==> config.mk <==
export PLATFORM = sky130hd
export DESIGN_NAME = serial_rx
export DESIGN_NICKNAME = d
export VERILOG_FILES = /design/src/rtl/serial_pkg.sv /design/src/rtl/bit_timer.sv /design/src/rtl/serial_rx.sv
export SDC_FILE = /design/constraint.sdc
export NUM_CORES = 1
export LEC_CHECK = 0
export ABC_AREA = 1
export BUFFER_PORTS_ARGS = -buffer_cell sky130_fd_sc_hd__buf_2
export CELL_PAD_IN_SITES_DETAIL_PLACEMENT = 1
export CELL_PAD_IN_SITES_GLOBAL_PLACEMENT = 2
export CORE_ASPECT_RATIO = 0.7
export CORE_MARGIN = 2
export CORE_UTILIZATION = 38
export DETAILED_ROUTE_END_ITERATION = 8
export PLACE_DENSITY_LB_ADDON = 0.15
export REMOVE_ABC_BUFFERS = 1
export SLEW_MARGIN = 30
export SYNTH_ARGS = -nofsm -noshare
export SYNTH_HDL_FRONTEND = slang
export SYNTH_HIERARCHICAL = 1
export SYNTH_SLANG_ARGS = --single-unit
==> constraint.sdc <==
create_clock -name clk -period 5.7 [get_ports clk]
set_input_delay 0.285 -clock clk [delete_from_list [all_inputs] [get_ports clk]]
set_output_delay 0.285 -clock clk [all_outputs]
set_load 0.1 [all_outputs]
==> src/rtl/serial_pkg.sv <==
// serial_pkg: constants and state encoding shared by the serial link receiver and transmitter.
package serial_pkg;
   typedef enum logic [1:0] {IDLE, START, DATA, STOP} state_t;
   localparam logic [31:0] DEFAULT_DIV = 32'd16;
   localparam logic [31:0] MIN_DIV = 32'd2;
endpackage

==> src/rtl/bit_timer.sv <==
// bit_timer: free-running bit-period counter with clear and half/full-period terminal count.
module bit_timer (
   input  logic        clk,
   input  logic        reset,
   input  logic        clr,
   input  logic        half,
   input  logic [31:0] div,
   output logic        tc
);
   logic [31:0] cnt;
   assign tc = cnt == (half ? (div >> 1) - 32'd1 : div - 32'd1);
   always_ff @(posedge clk or negedge reset) begin
      if (!reset) cnt <= '0;
      else cnt <= clr ? '0 : cnt + 32'd1;
   end
endmodule

==> src/rtl/serial_rx.sv <==
// serial_rx: UART-style frame receiver with a programmable bit period and stop-bit error flag.
module serial_rx #(
   parameter int          DATA_W      = 8,
   parameter logic [31:0] DEFAULT_DIV = 32'd16
) (
   input  logic              clk,
   input  logic              reset,
   input  logic [31:0]       Din,
   input  logic              conf_div,
   input  logic              ctrl_rx_dat,
   input  logic              sin,
   output logic [DATA_W-1:0] Dout,
   output logic              rx_valid,
   output logic              frame_err,
   output logic              busy
);
   import serial_pkg::*;
   localparam int IW = (DATA_W > 1) ? $clog2(DATA_W) : 1;
   state_t            state;
   logic              s1, s, s_prev, tc;
   logic [31:0]       div, div_f;
   logic [IW-1:0]     idx;
   logic [DATA_W-1:0] sh;
   // counter is held clear in IDLE and restarts on every sample point
   bit_timer u_timer (
      .clk  (clk),
      .reset(reset),
      .clr  (state == IDLE || tc),
      .half (state == START),
      .div  (div_f),
      .tc   (tc)
   );
   always_ff @(posedge clk or negedge reset) begin
      if (!reset) begin
         state     <= IDLE;
         {s1, s, s_prev} <= 3'b111;
         div       <= DEFAULT_DIV;
         div_f     <= DEFAULT_DIV;
         idx       <= '0;
         sh        <= '0;
         Dout      <= '0;
         rx_valid  <= 1'b0;
         frame_err <= 1'b0;
         busy      <= 1'b0;
      end else begin
         s1        <= sin;
         s         <= s1;
         s_prev    <= s;
         rx_valid  <= 1'b0;
         frame_err <= 1'b0;
         if (conf_div) div <= (Din < MIN_DIV) ? MIN_DIV : Din;
         if (!ctrl_rx_dat) begin
            state <= IDLE;
            busy  <= 1'b0;
         end else begin
            case (state)
               IDLE: if (s_prev && !s) begin
                  div_f <= div;
                  state <= START;
                  busy  <= 1'b1;
               end
               START: if (tc) begin
                  state <= s ? IDLE : DATA;
                  busy  <= !s;
                  idx   <= '0;
               end
               DATA: if (tc) begin
                  sh[idx] <= s;
                  idx     <= idx + 1'b1;
                  if (idx == IW'(DATA_W - 1)) state <= STOP;
               end
               STOP: if (tc) begin
                  state <= IDLE;
                  busy  <= 1'b0;
                  if (s) begin
                     Dout     <= sh;
                     rx_valid <= 1'b1;
                  end else frame_err <= 1'b1;
               end
            endcase
         end
      end
   end
endmodule

# Word level (Yosys, flattened, before mapping)
# Index checks and enable logic that the tools add are counted.
dict set report word_totals {
  ff_bits 123
  input_bits 37
  output_inout_bits 11
  word_cells 75
}
dict set report classes {
  n_addsub 4
  magnitude_cmp 3
  eq_ne 13
  mux 30
  reduce_logical 12
}
# op count
set ops {}
lappend ops {{$mux 32} 3}
lappend ops {{$add 32x1->32 const B} 1}
lappend ops {{$eq 32x32->1} 1}
lappend ops {{$lt 32x2->1 const B} 1}
lappend ops {{$sub 31x1->32 const B} 1}
lappend ops {{$sub 32x1->32 const B} 1}
lappend ops {{$mux 2} 7}
lappend ops {{$mux 1} 13}
lappend ops {{$ne 3x3->1 const B} 4}
lappend ops {{$reduce_and 4->1} 3}
lappend ops {{$bwmux 8} 1}
lappend ops {{$pmux 2 s4} 1}
lappend ops {{$mux 3} 2}
lappend ops {{$pmux 3 s2} 1}
lappend ops {{$reduce_and 3->1} 2}
lappend ops {{$reduce_and 5->1} 1}
lappend ops {{$eq 2x2->1 const B} 2}
lappend ops {{$lt 3x4->1 const B} 1}
lappend ops {{$ne 2x2->1 const B} 2}
lappend ops {{$ne 4x1->1 const B} 1}
lappend ops {{$add 3x1->3 const B} 1}
lappend ops {{$demux 1 s3} 1}
lappend ops {{$eq 3x3->1 const B} 1}
lappend ops {{$ge 3x1->1 const B} 1}
lappend ops {{other kinds (8)} 9}

# Depth between registers and ports, before layout
dict set report depth {
  word_depth 6
  depth_mapped 27
  mapped_depth_nobuf 25
}

# By module
# Netlist, hierarchy kept.
# mod instances cells_each area_each_um2 seq_area_each_um2
set by_module_without_submodules {}
lappend by_module_without_submodules {bit_timer 1 714 4037.6 800.8}
lappend by_module_without_submodules {serial_rx 1 401 3633.5 2283.4}

# Least setup slack after synthesis
# Ideal clock, no wire load.
dict set report synth_timing {
  path_type {register -> register}
  start {reg state[0]}
  end {reg u_timer.cnt[24]}
  setup_ps 136
  arrival_ps 3063
  required_time_ps 5564
  path_slack_ps 2501
  stages_incl_launch_ff 28
  path_buffers 4
  synth_period_minus_slack_ps 3199
  cell_sequence {dfrtp_1 -> inv_1 -> nor2_1 -> buf_6 -> inv_6 -> buf_8 -> nand2_1 -> nand2_2 -> ha_1 -> nand3_2 -> nor2_4 -> nand2_2 -> nor2_2 -> nand2_1 -> nor2_1 -> nor2_1 -> nor2_1 -> nand2_1 -> nor2_1 -> nand2_1 -> nor2_1 -> inv_1 -> o21ai_0 -> clkbuf_1 -> inv_1 -> clkbuf_1 -> o21ai_0 -> a21oi_1}
}
dict set report synth_between {
  elab_chain_cells 5
  elab_cells_between_ends 6
  cone_classes {eq/ne: 2; mux: 2; reduce/logical: 2}
}
# item line_no
set synth_rtl {}
lappend synth_rtl {{start, declared} serial_rx.sv:19} ;# state_t state;
lappend synth_rtl {{start signal, assigned} serial_rx.sv:63} ;# state <= s ? IDLE : DATA;
lappend synth_rtl {{$eq 2x1->1} serial_rx.sv:29} ;# .half (state == START),
lappend synth_rtl {{$mux 32} bit_timer.sv:11} ;# assign tc = cnt == (half ? (div >> 1) - 32'd1 : div - 32'd1);
lappend synth_rtl {{$eq 32x32->1} bit_timer.sv:11}
lappend synth_rtl {{named net tc} serial_rx.sv:20} ;# logic s1, s, s_prev, tc;
lappend synth_rtl {{$logic_or 1x1->1} serial_rx.sv:28} ;# .clr (state == IDLE || tc),
lappend synth_rtl {{$mux 32} bit_timer.sv:14} ;# else cnt <= clr ? '0 : cnt + 32'd1;
lappend synth_rtl {{end signal, assigned} bit_timer.sv:14}
lappend synth_rtl {{end, declared} bit_timer.sv:10} ;# logic [31:0] cnt;
# The timed path passes the listed nets, and every way through them passes these cells.
# A chain may end at the register's enable or synchronous reset.

# Final worst setup path
dict set report layout_timing {
  start {reg state[0]}
  end {reg u_timer.cnt[5]}
}
# The elaborated chain is that of the path after synthesis.

==> metrics.yaml <==
status: "completed"
multiInputGateArea_mm2: 0.00383
insertion_delay_ns: 0.44
nFillCells: 2579
post-place-cells: 1408
ctsResizeCount: 0
p_leak_uw: 0.00427
cp.arrival_ns: 4.81
firstDrtPassIters: 4
syn_to_final_growth_pct: 13.8
wl_per_cell_um: 14.7
synth_seq_cells: 123
hold_class: "in2reg"
finalSetupTns_ns: 0
die_w_um: 174
min-delay-start: "Din[29]"
finalMaxSlewViolations: 0
core_mm2: 0.0198
diodes: 0
numCtsBuffers: 17
end_kind: "flip-flop"
dieArea_mm2: 0.0214
antenna_found_initial: 0
grt_pass1_vias: 7100
root_buffer: "clkbuf_16"
grt_pass1_wl_mm: 36.5
clkTransAtPathRegs_ns: 0.07
via_count: 6884
hold_viol: 0
final_cell_area_mm2: 0.00873
wirelength_mm: 21.3
finalClockSkew_ns: 0.0273
vias_per_cell: 4.77
final_nets: 1200
relSlewSlack: 0.426
fin_cells: 1442
synth_area_mm2: 0.00767
place_congestion: 0.822
netlist_instances: 1115
synth_warnings: 6
r2r-end: "u_timer/cnt[5]"
power_density_mw_per_mm2: 495
port_buffers: 47
syn_avg_cell_area_um2: 6.88
ctsLongestPathBuffers: 2
ioPinCount: 48
layout-drive-gt1-share: 0.133
clock-sinks: 123
overflow: 0
dpl-instance-area_mm2: 0.00812
layout.area.seq_mm2: 0.00308
initial_core_util: 0.387
cts_tree: "built"
rsz0062_at_grt: "false"
ir_drop_uv: 217
timing.final.crit_share: 0.790
cp_max_fo: 26
drt_iter0_drc: 379
die_y_um: 123
drc: 0
cap_violations: 0
r2r-start: "state[0]"
synth_cell_types: 39
cts_hold_buf: 2
reg2reg_slack_ns: 1.20
antenna_left: 0
setup_violations: 0
rr_worst_depth: 23
fin_ws_ns: 1.20
pre_cts_slack_ns: 1.22
max_freq_mhz: 222
crit_path_start_kind: "flip-flop"
critPathKind: "reg2reg"
dpl.hpwl_mm: 16.4
cts_setup_buffers: 0
grt_max_degree: 66
htree_levels: 4
rows: 43
yosysSeqAreaShare: 0.402
worst_pin_slew_ns: 0.861
layout_min_cycle_time_ns: 4.50
whs_path_depth: 3
whs_ns: 0.0809
grt_usage: 0.215
hold_end: "div[29]"
worstPathRequired_ns: 6.01
[layout by cell type (no fill, tap or decap), types with 2 or more instances in the layout]
cell,instances
inv_1,145
nand4_1,17
ha_1,4
a31oi_1,4
and3_1,2
inv_6,5
a21oi_1,15
buf_2,45
nor3b_1,2
nor2_4,8
bufinv_16,2
inv_2,8
nor4_1,5
dlygate4sd3_1,2
nand2_4,2
clkbuf_16,17
xnor2_1,6
dfstp_2,5
nand2_2,20
nor2_1,114
buf_4,8
nor3_1,19
xor2_1,29
dfrtp_1,118
o21bai_1,6
nand3_2,3
clkinv_4,3
o21ai_0,55
nand4_2,2
nand3b_1,3
nand3_1,39
nor2_2,21
nand2_1,370
o21ai_1,56
o21a_1,2
clkinvlp_4,3
[critical path: stages, from the launching register on]
cell	delay (ns)
dfrtp_1	0.43
inv_1	0.11
nor2_4	0.44
buf_4	0.28
nand2_1	0.08
nand2_1	0.12
ha_1	0.22
nand3_2	0.14
nor2_4	0.15
nand2_2	0.11
nor2_2	0.12
nand2_1	0.10
nor2_1	0.14
nor2_1	0.05
nor2_1	0.09
nand2_1	0.06
nor2_1	0.11
nand2_1	0.06
nor2_1	0.30
inv_1	0.11
o21ai_1	0.39
inv_1	0.45
o21ai_0	0.22
a21oi_1	0.07
[cells by family (layout without fill, tap and decap cells)]
logic type,Yosys count,after routing,share of synthesized area
simple gates,628,628,0.356
buf+inv,184,241,0.0995
xor+xnor,35,35,0.0400
flops,123,123,0.402
compound gates,141,141,0.0964
fa+ha+maj,4,4,0.00652
[state kept, by name, indices dropped and copies added (netlist names)]
| name | cells |
|---|---|
| u_timer/cnt | 32 |
| s | 1 |
| busy | 1 |
| div | 32 |
| state | 2 |
| idx | 3 |
| Dout | 8 |
| sh | 8 |
| s1 | 1 |
| frame_err | 1 |
| div_f | 32 |
| rx_valid | 1 |
| s_prev | 1 |
[worst max path at each step]
stage          startpoint              end  depth (start not counted)
6_report         state[0]   u_timer/cnt[5]                         23
5_1_grt          state[0]   u_timer/cnt[3]                         23
4_1_cts          state[0]  u_timer/cnt[24]                         23
3_5_place_dp     state[0]   u_timer/cnt[5]                         23
3_3_place_gp     state[0]  u_timer/cnt[24]                         23
2_1_floorplan    state[0]  u_timer/cnt[24]                         20
[power breakdown]
group,switching [µW],leakage (µW),internal (µW)
logic,1440,0.00242,634
clock network,439,0.000280,652
registers,132,0.00156,1020
total,2010,0.00427,2310
[Yosys cell counts]
library cell | n | share of area
nor4_1 | 5 | 0.0041
nand4_2 | 2 | 0.0033
nor2_1 | 115 | 0.056
buf_4 | 4 | 0.0039
nor2_4 | 7 | 0.010
xor2_1 | 29 | 0.033
nor3_4 | 1 | 0.0021
and3_1 | 2 | 0.0016
buf_8 | 1 | 0.0020
nand2_1 | 370 | 0.18
nand2_2 | 20 | 0.016
o21ai_1 | 55 | 0.036
nor2_2 | 21 | 0.017
xnor2_1 | 6 | 0.0069
nor3_1 | 19 | 0.012
a31oi_1 | 4 | 0.0033
nand3_2 | 3 | 0.0039
nand3b_1 | 3 | 0.0029
nand4_1 | 17 | 0.014
o21ai_2 | 1 | 0.0011
clkbuf_1 | 14 | 0.0069
inv_6 | 1 | 0.0011
buf_1 | 3 | 0.0015
a21boi_1 | 1 | 0.00098
o21ai_0 | 56 | 0.037
inv_2 | 8 | 0.0039
buf_2 | 3 | 0.0020
ha_1 | 4 | 0.0065
nand3_1 | 39 | 0.025
buf_6 | 5 | 0.0073
dfstp_2 | 5 | 0.017
o21bai_1 | 6 | 0.0059
inv_1 | 145 | 0.071
nand2_4 | 2 | 0.0029
dfrtp_1 | 118 | 0.38
a21oi_1 | 15 | 0.0098
nor3b_1 | 2 | 0.0020
o21a_1 | 2 | 0.0020
a211oi_1 | 1 | 0.00098
[cell type report]
cell class | instances | share of cell area
clock buffers | 18 | 0.0492
clock inverters | 14 | 0.0183
inverters | 154 | 0.0668
multi-input cells | 808 | 0.439
flip-flops and latches | 123 | 0.353
well taps | 270 | 0.0387
repair buffers | 55 | 0.0350
[metal layers]
layer | part of all wire | GRT usage | up-vias
met5 | 0 | 0 | -
met4 | 0.0063 | 0.0551 | 0
met3 | 0.023 | 0.0381 | 8
met2 | 0.44 | 0.339 | 67
met1 | 0.53 | 0.306 | 3250
li1 | - | - | 3559
[stage by stage]
stage	utilization	total power, µW
2_1_floorplan	-	2690
3_3_place_gp	0.410	3210
3_5_place_dp	0.410	3250
4_1_cts	0.441	4370
5_1_grt	0.441	4720
6_report	0.441	4320
Power figures use the tool's default switching activity.
